$ cat config.mk
export PLATFORM = sky130hd
export DESIGN_NAME = uart_tx_frame_ctrl_flat
export DESIGN_NICKNAME = d
export VERILOG_FILES = /design/src/rtl/uart_tx_pkg.sv /design/src/rtl/uart_tx_frame_ctrl_if.sv /design/src/rtl/uart_tx_serializer.sv /design/src/rtl/uart_tx_frame_ctrl.sv /design/src/flat_wrapper.sv
export SDC_FILE = /design/constraint.sdc
export NUM_CORES = 1
export LEC_CHECK = 0
export ABC_AREA = 1
export CAP_MARGIN = 25
export CELL_PAD_IN_SITES_DETAIL_PLACEMENT = 2
export CELL_PAD_IN_SITES_GLOBAL_PLACEMENT = 2
export CORE_MARGIN = 2
export CORE_UTILIZATION = 35
export CTS_BUF_LIST = sky130_fd_sc_hd__clkbuf_16
export CTS_CLUSTER_DIAMETER = 80
export CTS_CLUSTER_SIZE = 16
export DETAILED_ROUTE_END_ITERATION = 10
export PLACE_DENSITY_LB_ADDON = 0.15
export SLEW_MARGIN = 0
export SYNTH_ARGS = -nofsm -noshare
export SYNTH_HDL_FRONTEND = slang
export SYNTH_HIERARCHICAL = 1
export SYNTH_SLANG_ARGS = --single-unit
$ cat constraint.sdc
create_clock -name clk -period 5.2 [get_ports clk]
set_clock_uncertainty 0.1 [all_clocks]
set_input_delay 0.78 -clock clk [delete_from_list [all_inputs] [get_ports clk]]
set_output_delay 0.78 -clock clk [all_outputs]
set_load 0.03 [all_outputs]
$ cat src/rtl/uart_tx_pkg.sv
//==============================================================================
// Module   : uart_tx_pkg
// Purpose  : Shared definitions for the UART transmit framer: line levels and
//            the framer state encoding.
// Config   : UART_TX_TWO_STOP_EN adds the STOP2 state to the encoding.
// Revision : 1.0 - initial release
//==============================================================================
`default_nettype none

package uart_tx_pkg;

    // Serial line levels
    localparam logic TX_IDLE_LEVEL = 1'b1;
    localparam logic START_LEVEL   = 1'b0;

    // Framer states; STOP2 exists only in the two-stop-bit build
    typedef enum logic [2:0] {
        IDLE   = 3'd0,
        START  = 3'd1,
        DATA   = 3'd2,
        PARITY = 3'd3,
        STOP   = 3'd4
`ifdef UART_TX_TWO_STOP_EN
        ,
        STOP2  = 3'd5
`endif
    } tx_state_t;

endpackage

`default_nettype wire

$ cat src/rtl/uart_tx_frame_ctrl_if.sv
//==============================================================================
// Module   : uart_tx_frame_ctrl_if
// Purpose  : Payload request and serial-line bundle of the UART TX framer.
//            master = payload source / line observer, slave = framer.
// Revision : 1.0 - initial release
//==============================================================================
`default_nettype none

interface uart_tx_frame_ctrl_if #(
    parameter int DATA_WIDTH = 8
);
    logic [DATA_WIDTH-1:0] p_data;
    logic                  data_valid;
    logic                  par_en;
    logic                  par_bit;
    logic                  tx_out;
    logic                  busy;

    modport master (
        output p_data, data_valid, par_en, par_bit,
        input  tx_out, busy
    );

    modport slave (
        input  p_data, data_valid, par_en, par_bit,
        output tx_out, busy
    );
endinterface

`default_nettype wire

$ cat src/rtl/uart_tx_serializer.sv
//==============================================================================
// Module   : uart_tx_serializer
// Purpose  : Payload bit selector for the UART TX framer. Holds the bit
//            counter and presents the payload bit that the framer will drive
//            on the line after the next clock edge (indexed mux, no shifting).
//            o_done flags that the last payload bit is currently on the line.
// Revision : 1.0 - initial release
//==============================================================================
`default_nettype none

module uart_tx_serializer #(
    parameter int DATA_WIDTH = 8
) (
    input  wire logic                  clk,
    input  wire logic                  rst,        // asynchronous, active-low
    input  wire logic [DATA_WIDTH-1:0] i_data,
    input  wire logic                  i_clr,      // hold counter at bit 0
    input  wire logic                  i_adv,      // step to next payload bit
    output logic                       o_bit_nxt,
    output logic                       o_done
);

    localparam int              CNT_W  = (DATA_WIDTH > 1) ? $clog2(DATA_WIDTH) : 1;
    localparam logic [CNT_W-1:0] C_LAST = CNT_W'(DATA_WIDTH - 1);

    logic [CNT_W-1:0] r_cnt;
    logic [CNT_W-1:0] w_cnt_nxt;

    // Next counter value: cleared outside DATA, saturates at the last bit
    always_comb begin
        w_cnt_nxt = r_cnt;
        if (i_clr) begin
            w_cnt_nxt = '0;
        end else if (i_adv && (r_cnt != C_LAST)) begin
            w_cnt_nxt = r_cnt + 1'b1;
        end
    end

    // Bit counter register
    always_ff @(posedge clk or negedge rst) begin
        if (!rst) begin
            r_cnt <= '0;
        end else begin
            r_cnt <= w_cnt_nxt;
        end
    end

    // The framer registers its line output, so it needs the bit for the
    // counter value that becomes current on the next edge.
    assign o_bit_nxt = i_data[w_cnt_nxt];
    assign o_done    = (r_cnt == C_LAST);

endmodule

`default_nettype wire

$ cat src/rtl/uart_tx_frame_ctrl.sv
//==============================================================================
// Module   : uart_tx_frame_ctrl
// Purpose  : UART transmit framer. Accepts a parallel payload and sends
//            start / LSB-first data / optional parity / stop bits, one bit
//            per baud clock. tx_out and busy are registered and decoded from
//            the next state, so the start bit appears the cycle after accept.
//            Back-to-back frames are accepted in the last stop cycle.
// Config   : UART_TX_TWO_STOP_EN - send two stop bits (adds STOP2).
// Revision : 1.0 - initial release
//==============================================================================
`default_nettype none

module uart_tx_frame_ctrl #(
    parameter int DATA_WIDTH = 8
) (
    input  wire logic           clk,
    input  wire logic           rst,      // asynchronous, active-low
    uart_tx_frame_ctrl_if.slave bus
);

    import uart_tx_pkg::*;

    tx_state_t             r_state;
    tx_state_t             w_state_nxt;
    logic [DATA_WIDTH-1:0] r_data;
    logic                  r_par_en;
    logic                  r_par_bit;
    logic                  r_tx_out;
    logic                  r_busy;
    logic                  w_tx_nxt;
    logic                  w_busy_nxt;
    logic                  w_last_stop;
    logic                  w_accept;
    logic                  w_ser_clr;
    logic                  w_ser_adv;
    logic                  w_ser_bit;
    logic                  w_ser_done;

`ifdef UART_TX_TWO_STOP_EN
    assign w_last_stop = (r_state == STOP2);
`else
    assign w_last_stop = (r_state == STOP);
`endif

    // A new payload is taken only when idle or on the final stop cycle
    assign w_accept  = bus.data_valid && ((r_state == IDLE) || w_last_stop);

    assign w_ser_clr = (r_state != DATA);
    assign w_ser_adv = (r_state == DATA);

    uart_tx_serializer #(
        .DATA_WIDTH (DATA_WIDTH)
    ) u_serializer (
        .clk       (clk),
        .rst       (rst),
        .i_data    (r_data),
        .i_clr     (w_ser_clr),
        .i_adv     (w_ser_adv),
        .o_bit_nxt (w_ser_bit),
        .o_done    (w_ser_done)
    );

    // State register
    always_ff @(posedge clk or negedge rst) begin
        if (!rst) begin
            r_state <= IDLE;
        end else begin
            r_state <= w_state_nxt;
        end
    end

    // Next-state logic and next-cycle line/busy decode
    always_comb begin
        w_state_nxt = IDLE;
        w_tx_nxt    = TX_IDLE_LEVEL;
        w_busy_nxt  = 1'b0;

        case (r_state)
            IDLE:    w_state_nxt = bus.data_valid ? START : IDLE;
            START:   w_state_nxt = DATA;
            DATA: begin
                if (w_ser_done) begin
                    w_state_nxt = r_par_en ? PARITY : STOP;
                end else begin
                    w_state_nxt = DATA;
                end
            end
            PARITY:  w_state_nxt = STOP;
`ifdef UART_TX_TWO_STOP_EN
            STOP:    w_state_nxt = STOP2;
            STOP2:   w_state_nxt = bus.data_valid ? START : IDLE;
`else
            STOP:    w_state_nxt = bus.data_valid ? START : IDLE;
`endif
            default: w_state_nxt = IDLE;
        endcase

        case (w_state_nxt)
            START: begin
                w_tx_nxt   = START_LEVEL;
                w_busy_nxt = 1'b1;
            end
            DATA: begin
                w_tx_nxt   = w_ser_bit;
                w_busy_nxt = 1'b1;
            end
            PARITY: begin
                w_tx_nxt   = r_par_bit;
                w_busy_nxt = 1'b1;
            end
            STOP: begin
                w_tx_nxt   = TX_IDLE_LEVEL;
                w_busy_nxt = 1'b1;
            end
`ifdef UART_TX_TWO_STOP_EN
            STOP2: begin
                w_tx_nxt   = TX_IDLE_LEVEL;
                w_busy_nxt = 1'b1;
            end
`endif
            IDLE: begin
                w_tx_nxt   = TX_IDLE_LEVEL;
                w_busy_nxt = 1'b0;
            end
            default: begin
                w_tx_nxt   = TX_IDLE_LEVEL;
                w_busy_nxt = 1'b0;
            end
        endcase
    end

    // Payload/parity latches and registered outputs
    always_ff @(posedge clk or negedge rst) begin
        if (!rst) begin
            r_data    <= '0;
            r_par_en  <= 1'b0;
            r_par_bit <= 1'b0;
            r_tx_out  <= TX_IDLE_LEVEL;
            r_busy    <= 1'b0;
        end else begin
            r_tx_out <= w_tx_nxt;
            r_busy   <= w_busy_nxt;
            if (w_accept) begin
                r_data   <= bus.p_data;
                r_par_en <= bus.par_en;
            end
            // The parity stage delivers its bit one cycle after accept
            if (r_state == START) begin
                r_par_bit <= bus.par_bit;
            end
        end
    end

    assign bus.tx_out = r_tx_out;
    assign bus.busy   = r_busy;

endmodule

`default_nettype wire

$ cat src/flat_wrapper.sv
// flat-port wrapper written by rule: the top's interface ports become plain ports
module uart_tx_frame_ctrl_flat import uart_tx_pkg::*;
#(
    parameter int DATA_WIDTH = 8
)
  (clk, rst, bus_p_data, bus_data_valid, bus_par_en, bus_par_bit, bus_tx_out, bus_busy);
  uart_tx_frame_ctrl_if #(.DATA_WIDTH(DATA_WIDTH)) bus_i ();
  input  wire logic clk;
  input  wire logic rst;
  input wire logic [$bits(bus_i.p_data)-1:0] bus_p_data;
  input wire logic [$bits(bus_i.data_valid)-1:0] bus_data_valid;
  input wire logic [$bits(bus_i.par_en)-1:0] bus_par_en;
  input wire logic [$bits(bus_i.par_bit)-1:0] bus_par_bit;
  output wire logic [$bits(bus_i.tx_out)-1:0] bus_tx_out;
  output wire logic [$bits(bus_i.busy)-1:0] bus_busy;
  assign bus_i.p_data = bus_p_data;
  assign bus_i.data_valid = bus_data_valid;
  assign bus_i.par_en = bus_par_en;
  assign bus_i.par_bit = bus_par_bit;
  assign bus_tx_out = bus_i.tx_out;
  assign bus_busy = bus_i.busy;
  uart_tx_frame_ctrl #(.DATA_WIDTH(DATA_WIDTH)) u_core (.clk(clk), .rst(rst), .bus(bus_i));
endmodule
==> run_summary.xml <==
<?xml version="1.0" encoding="UTF-8"?>
<metrics>
  <group name="run_status">
    <metric name="status" unit="">finished, final reports clean</metric>
  </group>
  <group name="synthesis">
    <metric name="netlist.area_leader.share" unit="%">42.6</metric>
    <metric name="synth.ff_latch_count" unit="">18</metric>
    <metric name="synth.area.top_cells" unit="">sky130_fd_sc_hd__dfrtp_1, sky130_fd_sc_hd__mux2_4, sky130_fd_sc_hd__inv_1</metric>
    <metric name="synth.lib_cells_used.distinct" unit="">22</metric>
    <metric name="synthesis.yosys.warnings" unit="">6</metric>
    <metric name="netlist_instances" unit="">102</metric>
    <metric name="synth-seq-area-share" unit="%">45.2</metric>
    <metric name="yosysTopAreaCell" unit="">sky130_fd_sc_hd__dfrtp_1</metric>
    <metric name="postSynthNetCount" unit="">117</metric>
    <metric name="syn_avg_cell_area" unit="sq um">9.79</metric>
    <metric name="post_synthesis_cell_area" unit="sq um">998</metric>
  </group>
  <group name="final_layout">
    <metric name="flow.area_growth_from_synthesis" unit="%">24.7</metric>
    <metric name="postLayoutCellArea" unit="sq um">1240</metric>
    <metric name="drive_above_1_share" unit="%">24.4</metric>
    <metric name="layout.cells.most_common" unit="">sky130_fd_sc_hd__inv_1</metric>
    <metric name="final_cell_mix" unit="">sky130_fd_sc_hd__inv_1, sky130_fd_sc_hd__dfrtp_1, sky130_fd_sc_hd__nand2_1</metric>
    <metric name="diodes" unit="">0</metric>
    <metric name="num-nets-final" unit="">135</metric>
  </group>
  <group name="timing">
    <metric name="max_slew.worst_pin.slew" unit="ns">0.790</metric>
    <metric name="timing.final.crit_share" unit="%">44.1</metric>
    <metric name="hold_violations" unit="">0</metric>
    <metric name="clock.fmax" unit="MHz">436</metric>
    <metric name="slew-limit-headroom" unit="%">47.2</metric>
    <metric name="hold_ws" unit="ns">0.406</metric>
    <metric name="setup_viol" unit="">0</metric>
    <metric name="report.final.slew_viol_count" unit="">0</metric>
    <metric name="timing.final.crit_period" unit="ns">2.29</metric>
    <metric name="fin_setup_tns" unit="ns">0</metric>
    <metric name="grt_setup_unrepaired" unit="">false</metric>
  </group>
  <group name="worst_hold_path">
    <metric name="timing.hold.worst.start" unit="">u_core/r_data[5]$_DFFE_PN0N_</metric>
    <metric name="hold_class" unit="">flip-flop to flip-flop</metric>
    <metric name="hold-path-endpoint" unit="">u_core/r_data[5]$_DFFE_PN0N_</metric>
    <metric name="min_delay_path_depth" unit="">1</metric>
  </group>
  <group name="pwr">
    <metric name="leakage" unit="nW">0.634</metric>
    <metric name="power_density" unit="nW/um^2">590</metric>
    <metric name="power.ir.vdd_worst" unit="mV">0.401</metric>
  </group>
  <group name="critical_path">
    <metric name="path_cells" unit="">clkdlybuf4s50_1</metric>
    <metric name="cp_data_arrival_time" unit="ns">1.41</metric>
    <metric name="crit_slowest_cell" unit="">sky130_fd_sc_hd__clkdlybuf4s50_1</metric>
    <metric name="cp-end-kind" unit="">output pin</metric>
    <metric name="crit_family" unit="">buffers and inverters</metric>
    <metric name="crit_path_max_incr_delay" unit="ns">0.66</metric>
    <metric name="buffers_plus_inverters_on_the_worst_setup_path" unit="">1</metric>
    <metric name="criticalPathCategory" unit="">flip-flop to output pin</metric>
    <metric name="r2r_cells" unit="">14</metric>
    <metric name="crit_fanout" unit="">1</metric>
    <metric name="r2r_setup_slack" unit="ns">3.04</metric>
    <metric name="required" unit="ns">4.32</metric>
    <metric name="startpoint_type" unit="">flip-flop</metric>
    <metric name="reg2reg_to" unit="">u_core/bus.tx_out$_DFF_PN1_</metric>
    <metric name="worstReg2RegStart" unit="">u_core/r_state[2]$_DFF_PN0_</metric>
  </group>
  <group name="clocking">
    <metric name="clockBufferDepth" unit="">2</metric>
    <metric name="clkTransAtPathRegs" unit="ns">0.05</metric>
    <metric name="tritoncts_num_sinks" unit="">18</metric>
    <metric name="ctsHoldBuffers" unit="">0</metric>
    <metric name="clock_insertion_delay_worst_skew" unit="ns">0.25</metric>
    <metric name="clock-root-buffer" unit="">sky130_fd_sc_hd__clkbuf_16</metric>
    <metric name="postCtsSetupRepairBufs" unit="">0</metric>
    <metric name="cts_made_buffers" unit="">3</metric>
    <metric name="cts_htree_levels" unit="">1</metric>
    <metric name="postCtsResizedCells" unit="">0</metric>
    <metric name="tritoncts_clock_tree" unit="">built</metric>
  </group>
  <group name="floorplanning">
    <metric name="coreArea" unit="sq um">2730</metric>
    <metric name="dieArea" unit="sq um">3300</metric>
    <metric name="die-width" unit="um">57.4</metric>
    <metric name="initial_utilization" unit="%">36.5</metric>
    <metric name="fp.dieH" unit="um">57.4</metric>
    <metric name="placement_rows" unit="">19</metric>
    <metric name="design.portCount" unit="">15</metric>
  </group>
  <group name="grt">
    <metric name="number_of_antenna_violations_at_the_first_check_in_global_routing" unit="">0</metric>
    <metric name="global_route.usage.total" unit="%">15.5</metric>
    <metric name="globalRoute.totalOverflow" unit="">0</metric>
    <metric name="first_global_vias" unit="">794</metric>
    <metric name="global_route_wire_length_before_repair" unit="um">3750</metric>
    <metric name="grt_max_degree" unit="">19</metric>
  </group>
  <group name="drt">
    <metric name="post-route-drc-count" unit="">0</metric>
    <metric name="vias" unit="">725</metric>
    <metric name="detail-route-antenna-nets" unit="">0</metric>
    <metric name="total_length_of_routed_wires" unit="um">2180</metric>
    <metric name="drt-pass1-iter-count" unit="">2</metric>
    <metric name="wl_per_cell" unit="um">14.5</metric>
    <metric name="drt_first_iter_violations" unit="">12</metric>
    <metric name="avgViaCountPerCell" unit="">4.83</metric>
  </group>
  <group name="placement">
    <metric name="placed_cell_area" unit="sq um">1170</metric>
    <metric name="gp_congestion" unit="">0.778</metric>
    <metric name="post-dp-hpwl" unit="um">1630</metric>
    <metric name="io_buffer_count" unit="">14</metric>
  </group>
  <group name="flow_run">
    <metric name="max_cap_viol_count" unit="">0</metric>
  </group>
</metrics>
state kept, by name (all words and copies together) (netlist names):
signal,flops
u_core/r_data,8
u_core/bus.tx_out,1
u_core/bus.busy,1
u_core/r_par_bit,1
u_core/r_state,3
u_core/r_par_en,1
u_core/u_serializer/r_cnt,3
worst max path at each step:
stage | slack [ns] | depth (start not counted) | from | to
2_1_floorplan | 3.42 | 15 | u_core/r_state[2]$_DFF_PN0_ | u_core/bus.tx_out$_DFF_PN1_
3_3_place_gp | 3.12 | 3 | bus_data_valid | u_core/r_data[0]$_DFFE_PN0N_
3_5_place_dp | 3.09 | 15 | u_core/r_state[2]$_DFF_PN0_ | u_core/bus.tx_out$_DFF_PN1_
4_1_cts | 2.90 | 1 | u_core/bus.tx_out$_DFF_PN1_ | bus_tx_out
5_1_grt | 2.86 | 15 | u_core/r_state[2]$_DFF_PN0_ | u_core/bus.tx_out$_DFF_PN1_
6_report | 2.91 | 1 | u_core/bus.tx_out$_DFF_PN1_ | bus_tx_out
synth_stat cells:
| library cell | count |
|---|---|
| sky130_fd_sc_hd__nand2_1 | 16 |
| sky130_fd_sc_hd__nand4_1 | 4 |
| sky130_fd_sc_hd__nand3_4 | 1 |
| sky130_fd_sc_hd__inv_2 | 3 |
| sky130_fd_sc_hd__nor2_1 | 4 |
| sky130_fd_sc_hd__ha_1 | 2 |
| sky130_fd_sc_hd__mux2_4 | 6 |
| sky130_fd_sc_hd__nand3_1 | 9 |
| sky130_fd_sc_hd__nor2_4 | 3 |
| sky130_fd_sc_hd__inv_6 | 1 |
| sky130_fd_sc_hd__nand3_2 | 2 |
| sky130_fd_sc_hd__nor3_4 | 1 |
| sky130_fd_sc_hd__o21ai_0 | 1 |
| sky130_fd_sc_hd__nand2_2 | 2 |
| sky130_fd_sc_hd__buf_6 | 1 |
| sky130_fd_sc_hd__mux2_2 | 3 |
| sky130_fd_sc_hd__inv_1 | 20 |
| sky130_fd_sc_hd__o21ai_2 | 1 |
| sky130_fd_sc_hd__nand2_4 | 2 |
| sky130_fd_sc_hd__dfstp_2 | 1 |
| sky130_fd_sc_hd__dfrtp_1 | 17 |
| sky130_fd_sc_hd__a21oi_1 | 2 |
routing by layer:
metal / vias to the layer above / GRT usage (%) / part of all wire (%)
li1: 354 / - / -
met2: 10 / 24.0 / 49
met1: 357 / 20.1 / 46
met5: - / 0 / 0
met3: 4 / 2.49 / 2.6
met4: 0 / 9.97 / 2.2
cell type report:
cell class	count	area, sq um
clock buffers	3	75.1
clock inverters	1	3.75
fillers	305	1490
inverters	24	95.1
multi-input cells	59	440
flip-flops and latches	18	452
well taps	31	38.8
repair buffers	14	140
cells by family after synthesis:
logic type | after synthesis | share of synthesized area (%)
fa+ha+maj | 2 | 2.51
simple gates | 44 | 26.8
buf+inv | 25 | 10.7
flops | 18 | 45.2
mux | 9 | 12.4
compound gates | 4 | 2.38
per-stage QoR:
step	std cells	total power, mW	utilization [%]	setup WS [ns]
floorplan	102	0.501	-	3.42
global placement	146	0.566	42.7	3.12
detailed placement	146	0.583	42.7	3.09
CTS	150	0.749	45.5	2.90
global route	150	0.794	45.5	2.86
finish	150	0.734	45.5	2.91
power breakdown:
| part | internal [mW] | switching (mW) |
|---|---|---|
| combinational | 0.142 | 0.200 |
| clock | 0.102 | 0.0512 |
| sequential | 0.206 | 0.0330 |
No activity file was read; power rests on OpenSTA's default activity.
